===== src/rtl/alu_pkg.sv =====
// Shared select codes, FSM encoding and error result constants for the ALU dispatch block.
package alu_pkg;
   localparam logic [3:0] OP_ADD  = 4'b0000;
   localparam logic [3:0] OP_MUL  = 4'b0001;
   localparam logic [3:0] OP_DIV  = 4'b0010;
   localparam logic [3:0] OP_NAND = 4'b0011;
   localparam logic [3:0] OP_NOR  = 4'b0100;
   localparam logic [3:0] OP_NOT  = 4'b0101;
   localparam logic [3:0] OP_XOR  = 4'b0110;

   localparam logic [15:0] DIVZERO_DATA = 16'hFFFF;
   localparam logic [15:0] ILLEGAL_DATA = 16'h0000;

   typedef enum logic [1:0] {IDLE, EXEC, HOLD} state_t;
endpackage


===== src/rtl/alu_op_decode.sv =====
// Combinational screen of a request: hold latency, illegal select, divide by zero.
module alu_op_decode
   import alu_pkg::*;
#(
   parameter int ADD_LAT = 1,
   parameter int MUL_LAT = 2,
   parameter int DIV_LAT = 4
) (
   input  logic [3:0]  op,
   input  logic [15:0] b,
   output logic [3:0]  lat,
   output logic        illegal,
   output logic        div_zero
);
   always_comb begin
      lat = 4'(ADD_LAT);
      if (op == OP_MUL)      lat = 4'(MUL_LAT);
      else if (op == OP_DIV) lat = 4'(DIV_LAT);
   end

   assign illegal  = (op > OP_XOR);
   assign div_zero = (op == OP_DIV) && (b == 16'h0000);
endmodule


===== src/rtl/alu_dispatch.sv =====
// Requester side of the 16-bit ALU interface: issue, per-op hold, capture, respond.
// Define ALU_DISPATCH_PIPE_EN to accept a new request on the response handshake edge.
module alu_dispatch
   import alu_pkg::*;
#(
   parameter int TAG_W   = 4,
   parameter int ADD_LAT = 1,
   parameter int MUL_LAT = 2,
   parameter int DIV_LAT = 4
) (
   input  logic             clk,
   input  logic             rst,
   input  logic             req_valid,
   output logic             req_ready,
   input  logic [15:0]      req_a,
   input  logic [15:0]      req_b,
   input  logic             req_cin,
   input  logic [3:0]       req_op,
   input  logic [TAG_W-1:0] req_tag,
   output logic [15:0]      alu_a,
   output logic [15:0]      alu_b,
   output logic             alu_cin,
   output logic [3:0]       alu_sel,
   input  logic [15:0]      alu_result,
   output logic             rsp_valid,
   input  logic             rsp_ready,
   output logic [15:0]      rsp_data,
   output logic [TAG_W-1:0] rsp_tag,
   output logic             rsp_err
);
   state_t     state;
   logic [3:0] cnt;
   logic [3:0] dec_lat;
   logic       dec_illegal;
   logic       dec_div_zero;
   logic       accept;

   alu_op_decode #(
      .ADD_LAT(ADD_LAT),
      .MUL_LAT(MUL_LAT),
      .DIV_LAT(DIV_LAT)
   ) u_dec (
      .op      (req_op),
      .b       (req_b),
      .lat     (dec_lat),
      .illegal (dec_illegal),
      .div_zero(dec_div_zero)
   );

`ifdef ALU_DISPATCH_PIPE_EN
   assign req_ready = !rst && ((state == IDLE) || ((state == HOLD) && rsp_ready));
`else
   assign req_ready = !rst && (state == IDLE);
`endif

   assign accept = req_valid && req_ready;

   always_ff @(posedge clk) begin
      if (rst) begin
         state     <= IDLE;
         cnt       <= 4'd0;
         alu_a     <= 16'h0000;
         alu_b     <= 16'h0000;
         alu_cin   <= 1'b0;
         alu_sel   <= OP_ADD;
         rsp_valid <= 1'b0;
         rsp_data  <= 16'h0000;
         rsp_tag   <= '0;
         rsp_err   <= 1'b0;
      end else begin
         case (state)
            EXEC: begin
               if (cnt != 4'd0) begin
                  cnt <= cnt - 4'd1;
               end else begin
                  rsp_data  <= alu_result;
                  rsp_err   <= 1'b0;
                  rsp_valid <= 1'b1;
                  state     <= HOLD;
               end
            end
            HOLD: begin
               if (rsp_ready) begin
                  rsp_valid <= 1'b0;
                  state     <= IDLE;
               end
            end
            default: ;
         endcase

         // Accept last so a pipelined accept in HOLD overrides the return to IDLE.
         if (accept) begin
            rsp_tag <= req_tag;
            if (dec_illegal || dec_div_zero) begin
               // Screened ops never reach the ALU; alu_* keep the previous op.
               rsp_data  <= dec_illegal ? ILLEGAL_DATA : DIVZERO_DATA;
               rsp_err   <= 1'b1;
               rsp_valid <= 1'b1;
               state     <= HOLD;
            end else begin
               alu_a   <= req_a;
               alu_b   <= req_b;
               alu_cin <= req_cin;
               alu_sel <= req_op;
               cnt     <= dec_lat - 4'd1;
               state   <= EXEC;
            end
         end
      end
   end
endmodule


===== config.mk =====
export PLATFORM = sky130hd
export DESIGN_NAME = alu_dispatch
export DESIGN_NICKNAME = d
export VERILOG_FILES = /design/src/rtl/alu_pkg.sv /design/src/rtl/alu_op_decode.sv /design/src/rtl/alu_dispatch.sv
export SDC_FILE = /design/constraint.sdc
export NUM_CORES = 1
export LEC_CHECK = 0
export BUFFER_PORTS_ARGS = -buffer_cell sky130_fd_sc_hd__buf_2
export CAP_MARGIN = 10
export CORE_UTILIZATION = 45
export DETAILED_ROUTE_END_ITERATION = 16
export PLACE_DENSITY = 0.83
export SLEW_MARGIN = 20
export SYNTH_ARGS = -nofsm -noshare
export SYNTH_HDL_FRONTEND = slang
export SYNTH_SLANG_ARGS = --single-unit
export TNS_END_PERCENT = 1

===== constraint.sdc =====
create_clock -name clk -period 2.46 [get_ports clk]
set_input_delay 0.246 -clock clk [delete_from_list [all_inputs] [get_ports clk]]
set_output_delay 0.246 -clock clk [all_outputs]
set_load 0.005 [all_outputs]

* Yosys cells after proc, flatten, opt, wreduce, memory -nomap -nowiden *
Cells that the tools add are included.

operators by class
  $lt $le $gt $ge = 1
  equal/unequal tests = 6
  bitwise operators = 1
  $add $sub $neg = 2
  reductions and logical operators = 11
  muxes and demuxes = 25

operators with widths
  kind                 count
  $mux 16              5
  $mux 4               5
  $logic_not 16->1     1
  $mux 1               8
  $mux 2               4
  $sub 4x1->4 const B  2
  $ne 3x3->1 const B   2
  $eq 4x1->1 const B   1
  $eq 4x2->1 const B   1
  $gt 4x3->1 const B   1
  $pmux 2 s2           1
  $reduce_bool 4->1    1
  $logic_and 1x1->1    3
  $mux 3               1
  $reduce_and 3->1     1
  $reduce_bool 3->1    1
  $eq 2x1->1 const B   1
  $eq 2x2->1 const B   1
  $logic_not 2->1      1
  $pmux 1 s2           1
  $reduce_and 2->1     1
  $logic_not 1->1      1
  $logic_or 1x1->1     1
  $not 1->1            1

word-level totals
  logic and storage cells = 56
  output and inout port bits = 60
  register bits after elaboration = 65

* Logic depth before layout (Yosys ltp) *
  depth after elaboration = 6
  gate-level depth with buffers = 9

* Modules after synthesis *
Synthesis repeated with hierarchy kept, for this count alone.

unflattened totals
  cells, all modules = 338
  area total of the unflattened synthesis = 2,822.7 sq um

modules (own cells, without submodules)
  module         sequential area each (sq um)  area an instance (sq um)  cells each  times used
  alu_dispatch   1,301.2                       2,717.6                   325         1
  alu_op_decode  0.0                           105.1                     13          1

* Worst setup path before layout *
No wires, ideal clock.

  path type = flip-flop to flip-flop
  start point = register state[0]
  end point = register rsp_valid
  cell stages (with the launch flop) = 9
  setup slack = 639 ps
  period minus slack after synthesis = 1,821 ps
  path buffers = 2
  arrival time = 1,754 ps
  required time = 2,393 ps
  library setup time = 67 ps
  cells stage by stage = dfxtp_1 > inv_1 > ha_1 > nor2b_1 > nand2_2 > or4_4 > buf_6 > buf_12 > a21oi_2

between the ends
  word-level cells in the longest chain between the ends = 4
  elaborated cells between the ends (all ways) = 8
  those cells by class = eq/ne: 2; mux: 3; reduce/logical: 3

RTL lines
  what                      RTL line            RTL
  start: declaration        alu_dispatch.sv:31  state_t state;
  start signal: assignment  alu_dispatch.sv:60  state <= IDLE;
  start signal: assignment  alu_dispatch.sv:79  state <= HOLD;
  start signal: assignment  alu_dispatch.sv:85  state <= IDLE;
  $logic_not 2->1           alu_dispatch.sv:53  assign req_ready = !rst && (state == IDLE);
  $logic_and 1x1->1         alu_dispatch.sv:53
  net req_ready             alu_dispatch.sv:14  output logic req_ready,
  $logic_and 1x1->1         alu_dispatch.sv:56  assign accept = req_valid && req_ready;
  $mux 1                    alu_dispatch.sv:92  if (accept) begin
  end signal: assignment    alu_dispatch.sv:66  rsp_valid <= 1'b0;
  end signal: assignment    alu_dispatch.sv:78  rsp_valid <= 1'b1;
  end signal: assignment    alu_dispatch.sv:98  rsp_valid <= 1'b1;
  end: declaration          alu_dispatch.sv:25  output logic rsp_valid,

The timed path passes the listed nets, and every way through them passes these cells.
A chain may end at the register's enable or synchronous reset.

* Worst setup path after layout *
  start point = input port req_b[11]
  end point = register alu_b[7]

between the ends
  word-level cells in the longest chain between the ends = 5

RTL lines
  what                        RTL line             RTL
  start: declaration          alu_dispatch.sv:16   input logic [15:0] req_b,
  $logic_not 16->1            alu_op_decode.sv:22  assign div_zero = (op == OP_DIV) && (b == 16'h0000);
  $logic_and 1x1->1           alu_op_decode.sv:22
  $logic_or 1x1->1            alu_dispatch.sv:94   if (dec_illegal || dec_div_zero) begin
  $not 1->1 (no line)         -
  $reduce_and 2->1 (no line)  -
  end signal: assignment      alu_dispatch.sv:102  alu_b <= req_b;
  end: declaration            alu_dispatch.sv:21   output logic [15:0] alu_b,

Every way passes these cells.

==> summary.md <==
| Metric | Value |
|---|---|
| Status | finished clean |
| Row count | 28 |
| Routed vias | 2616 |
| Count leader, synth | dfxtp_1 |
| DRT iter0 DRCs | 75 |
| # DRC | 0 |
| Design area | 3650 µm² |
| Cell variety after synth | 38 |
| Synth Flop Type | dfxtp_1 |
| I/O pin cnt | 121 |
| Worst R2R Setup Slack | 520 ps |
| Initial antenna violation count | 0 |
| Full die area | 6380 µm² |
| Slew HR | 0.493 |
| Maxcap violations | 0 |
| Worst-Margin Slew | 760 ps |
| Crit start category | input pin |
| CTS tree | done |
| DP Cell Count | 481 |
| Post-route non-filler standard cell count | 497 |
| Critical Path Sink Type | flip-flop |
| Post-synth EDFFs | 0 |
| Synth Net Count | 371 |
| Syn Std Cell Area | 2730 µm² |
| Synth top area cells | dfxtp_1, a21oi_1, nand3_1 |
| Avg Cell Area, Syn | 8.92 µm² |
| CTS Root Cell | clkbuf_8 |
| Initial core utilization | 0.464 |
| Crit Path Max Fanout | 39 |
| Htree depth | 3 |
| Avg WL per Cell | 14.1 µm |
| Via density | 5.26 |
| Hold Worst Slack | 104 ps |
| Clock Skew | 8.51 ps |
| FFs w/ async S/R, synth | 0 |
| Post-Syn Instances | 306 |
| CP required | 2660 ps |
| Max clock buf depth | 2 |
| Net total in the final layout | 482 |
| # resized after CTS | 0 |
| Worst skew pair latency | 330 ps |
| Layout cell share with drive strength beyond 1 | 0.386 |
| Endpoints failing setup | 0 |
| Minimum clock period | 1950 ps |
| IO buf count | 120 |
| DP HPWL | 4720 µm |
| Placed instance area | 3380 µm² |
| Gr usage total | 0.219 |
| Max Fclk | 0.512 GHz |
| CTS buffer count | 9 |
| Routed WL | 7020 µm |
| Layout area overhead | 33.6% |
| Post-CTS Hold Buffers | 0 |
| Post-CTS Setup Inserts | 0 |
| Tcrit/Tclk final | 0.794 |
| Maximum VDD drop | 0.499 mV |
| Yosys reg bits | 65 |
| Detailed Routing Iterations Pass 1 | 5 |
| Vias in the first global route | 2392 |
| GPL Wtd Cong | 0.828 |
| Antenna-violating nets left | 0 |
| Cell taking the most area after synthesis | dfxtp_1 |
| Diode count | 0 |
| First-pass GRT wire length | 10800 µm |
| Clock-pin slew on the worst setup and hold paths | 70 ps |
| LEAKAGE | 1.54 nW |
| CP arrival | 2150 ps |
| Post-synth top cells | dfxtp_1, a21oi_1, nand3_1, o21ai_0, mux2i_1 |
| RSZ-0062 raised after global routing | no |
| Final Hold Violating Endpoints | 0 |
| Post-Route Utilization | 0.620 |
| Max-slew violations | 0 |
| Die width | 79.9 µm |
| Pwr per Cell Area | 716 nW/µm² |
| Sequential fraction of the synthesis area | 0.477 |
| Largest net degree at the start of global routing | 51 |
| Worst Hold Class | input pin to flip-flop |
| YS warnings | 0 |
| Core Region | 5890 µm² |
| Grt total ovfl | 0 |
| Crit path kind | input pin to flip-flop |
| Die height | 79.9 µm |
| Clock sink total | 65 |
| Top cell type's share of synthesized area | 0.477 |
| Setup_tns | 0 ps |
[where the power goes]
| part | switching (W) | total [W] | internal (W) |
|---|---|---|---|
| registers | 0.0000179 | 0.00111 | 0.00109 |
| clock network | 0.000419 | 0.00120 | 0.000777 |
| logic | 0.000173 | 0.000305 | 0.000132 |
[layout make-up]
class | instances | area (µm²)
fill | 498 | 2240
sequential | 65 | 1300
multi-input combinational | 206 | 1290
timing repair buffer | 128 | 673
clock inverter | 7 | 143
clock buffer | 9 | 124
tap | 75 | 93.8
inverter | 7 | 26.3
[path summary, 6_finish.rpt]
check             startpoint          to  cells after the start
setup reg to reg      cnt[0]    state[1]                      7
hold reg to reg   rsp_tag[3]  rsp_tag[3]                      2
setup / recovery   req_b[11]    alu_b[7]                      6
hold / removal    req_tag[3]  rsp_tag[3]                      3
[routing by layer]
layer / part of all wire / track usage / wire length (µm) / vias to the layer above
li1: - / - / - / 1316
met1: 0.44 / 0.252 / 3120 / 1199
met2: 0.49 / 0.374 / 3410 / 90
met3: 0.052 / 0.0526 / 366 / 11
met4: 0.018 / 0.118 / 129 / 0
met5: 0 / 0 / 0 / -
[kinds of logic (layout without fill, tap and decap cells)]
kind of cell,after synthesis,in the layout,synth area share
mux,17,17,0.0628
flops,65,65,0.477
xor+xnor,2,2,0.00642
compound gates,108,108,0.225
simple gates,75,75,0.150
buf+inv,35,151,0.0605
fa+ha+maj,4,4,0.0183
[through the flow]
stage          total power (W)  setup slack [ps]
2_1_floorplan          0.00130               639
3_3_place_gp           0.00143               189
3_5_place_dp           0.00144               190
4_1_cts                0.00263               519
5_1_grt                0.00272               361
6_report               0.00261               508
[flip-flops by register name, summed over array words and instances (netlist names)]
signal     flops
alu_b         16
rsp_tag        4
rsp_data      16
cnt            4
rsp_err        1
alu_a         16
state          2
alu_cin        1
alu_sel        4
rsp_valid      1
[critical path, stage by stage]
cell,delay [ps]
buf_2,110
nor4_1,540
nand3_1,280
o31a_2,670
nand3_1,210
a21oi_1,70
[cells in the final DEF, fill, tap and decap left out, types with 2 or more instances in the layout]
| master | netlist | layout |
|---|---|---|
| a21oi_1 | 48 | 48 |
| a21oi_2 | 9 | 9 |
| a31oi_1 | 2 | 2 |
| buf_2 | 8 | 120 |
| buf_4 | 0 | 7 |
| bufinv_16 | 0 | 4 |
| clkbuf_8 | 0 | 9 |
| clkinv_4 | 0 | 2 |
| dfxtp_1 | 65 | 65 |
| ha_1 | 4 | 4 |
| inv_1 | 7 | 7 |
| mux2i_1 | 16 | 16 |
| nand2_1 | 8 | 8 |
| nand2b_1 | 5 | 5 |
| nand3_1 | 39 | 39 |
| nor2_1 | 4 | 4 |
| nor3_1 | 4 | 4 |
| nor3b_1 | 2 | 2 |
| nor4_1 | 3 | 3 |
| o21ai_0 | 39 | 39 |
| o21ai_1 | 2 | 2 |
| o31ai_1 | 3 | 3 |
| or4_4 | 2 | 2 |
| xnor2_1 | 2 | 2 |
No activity file was read; power rests on OpenSTA's default activity.
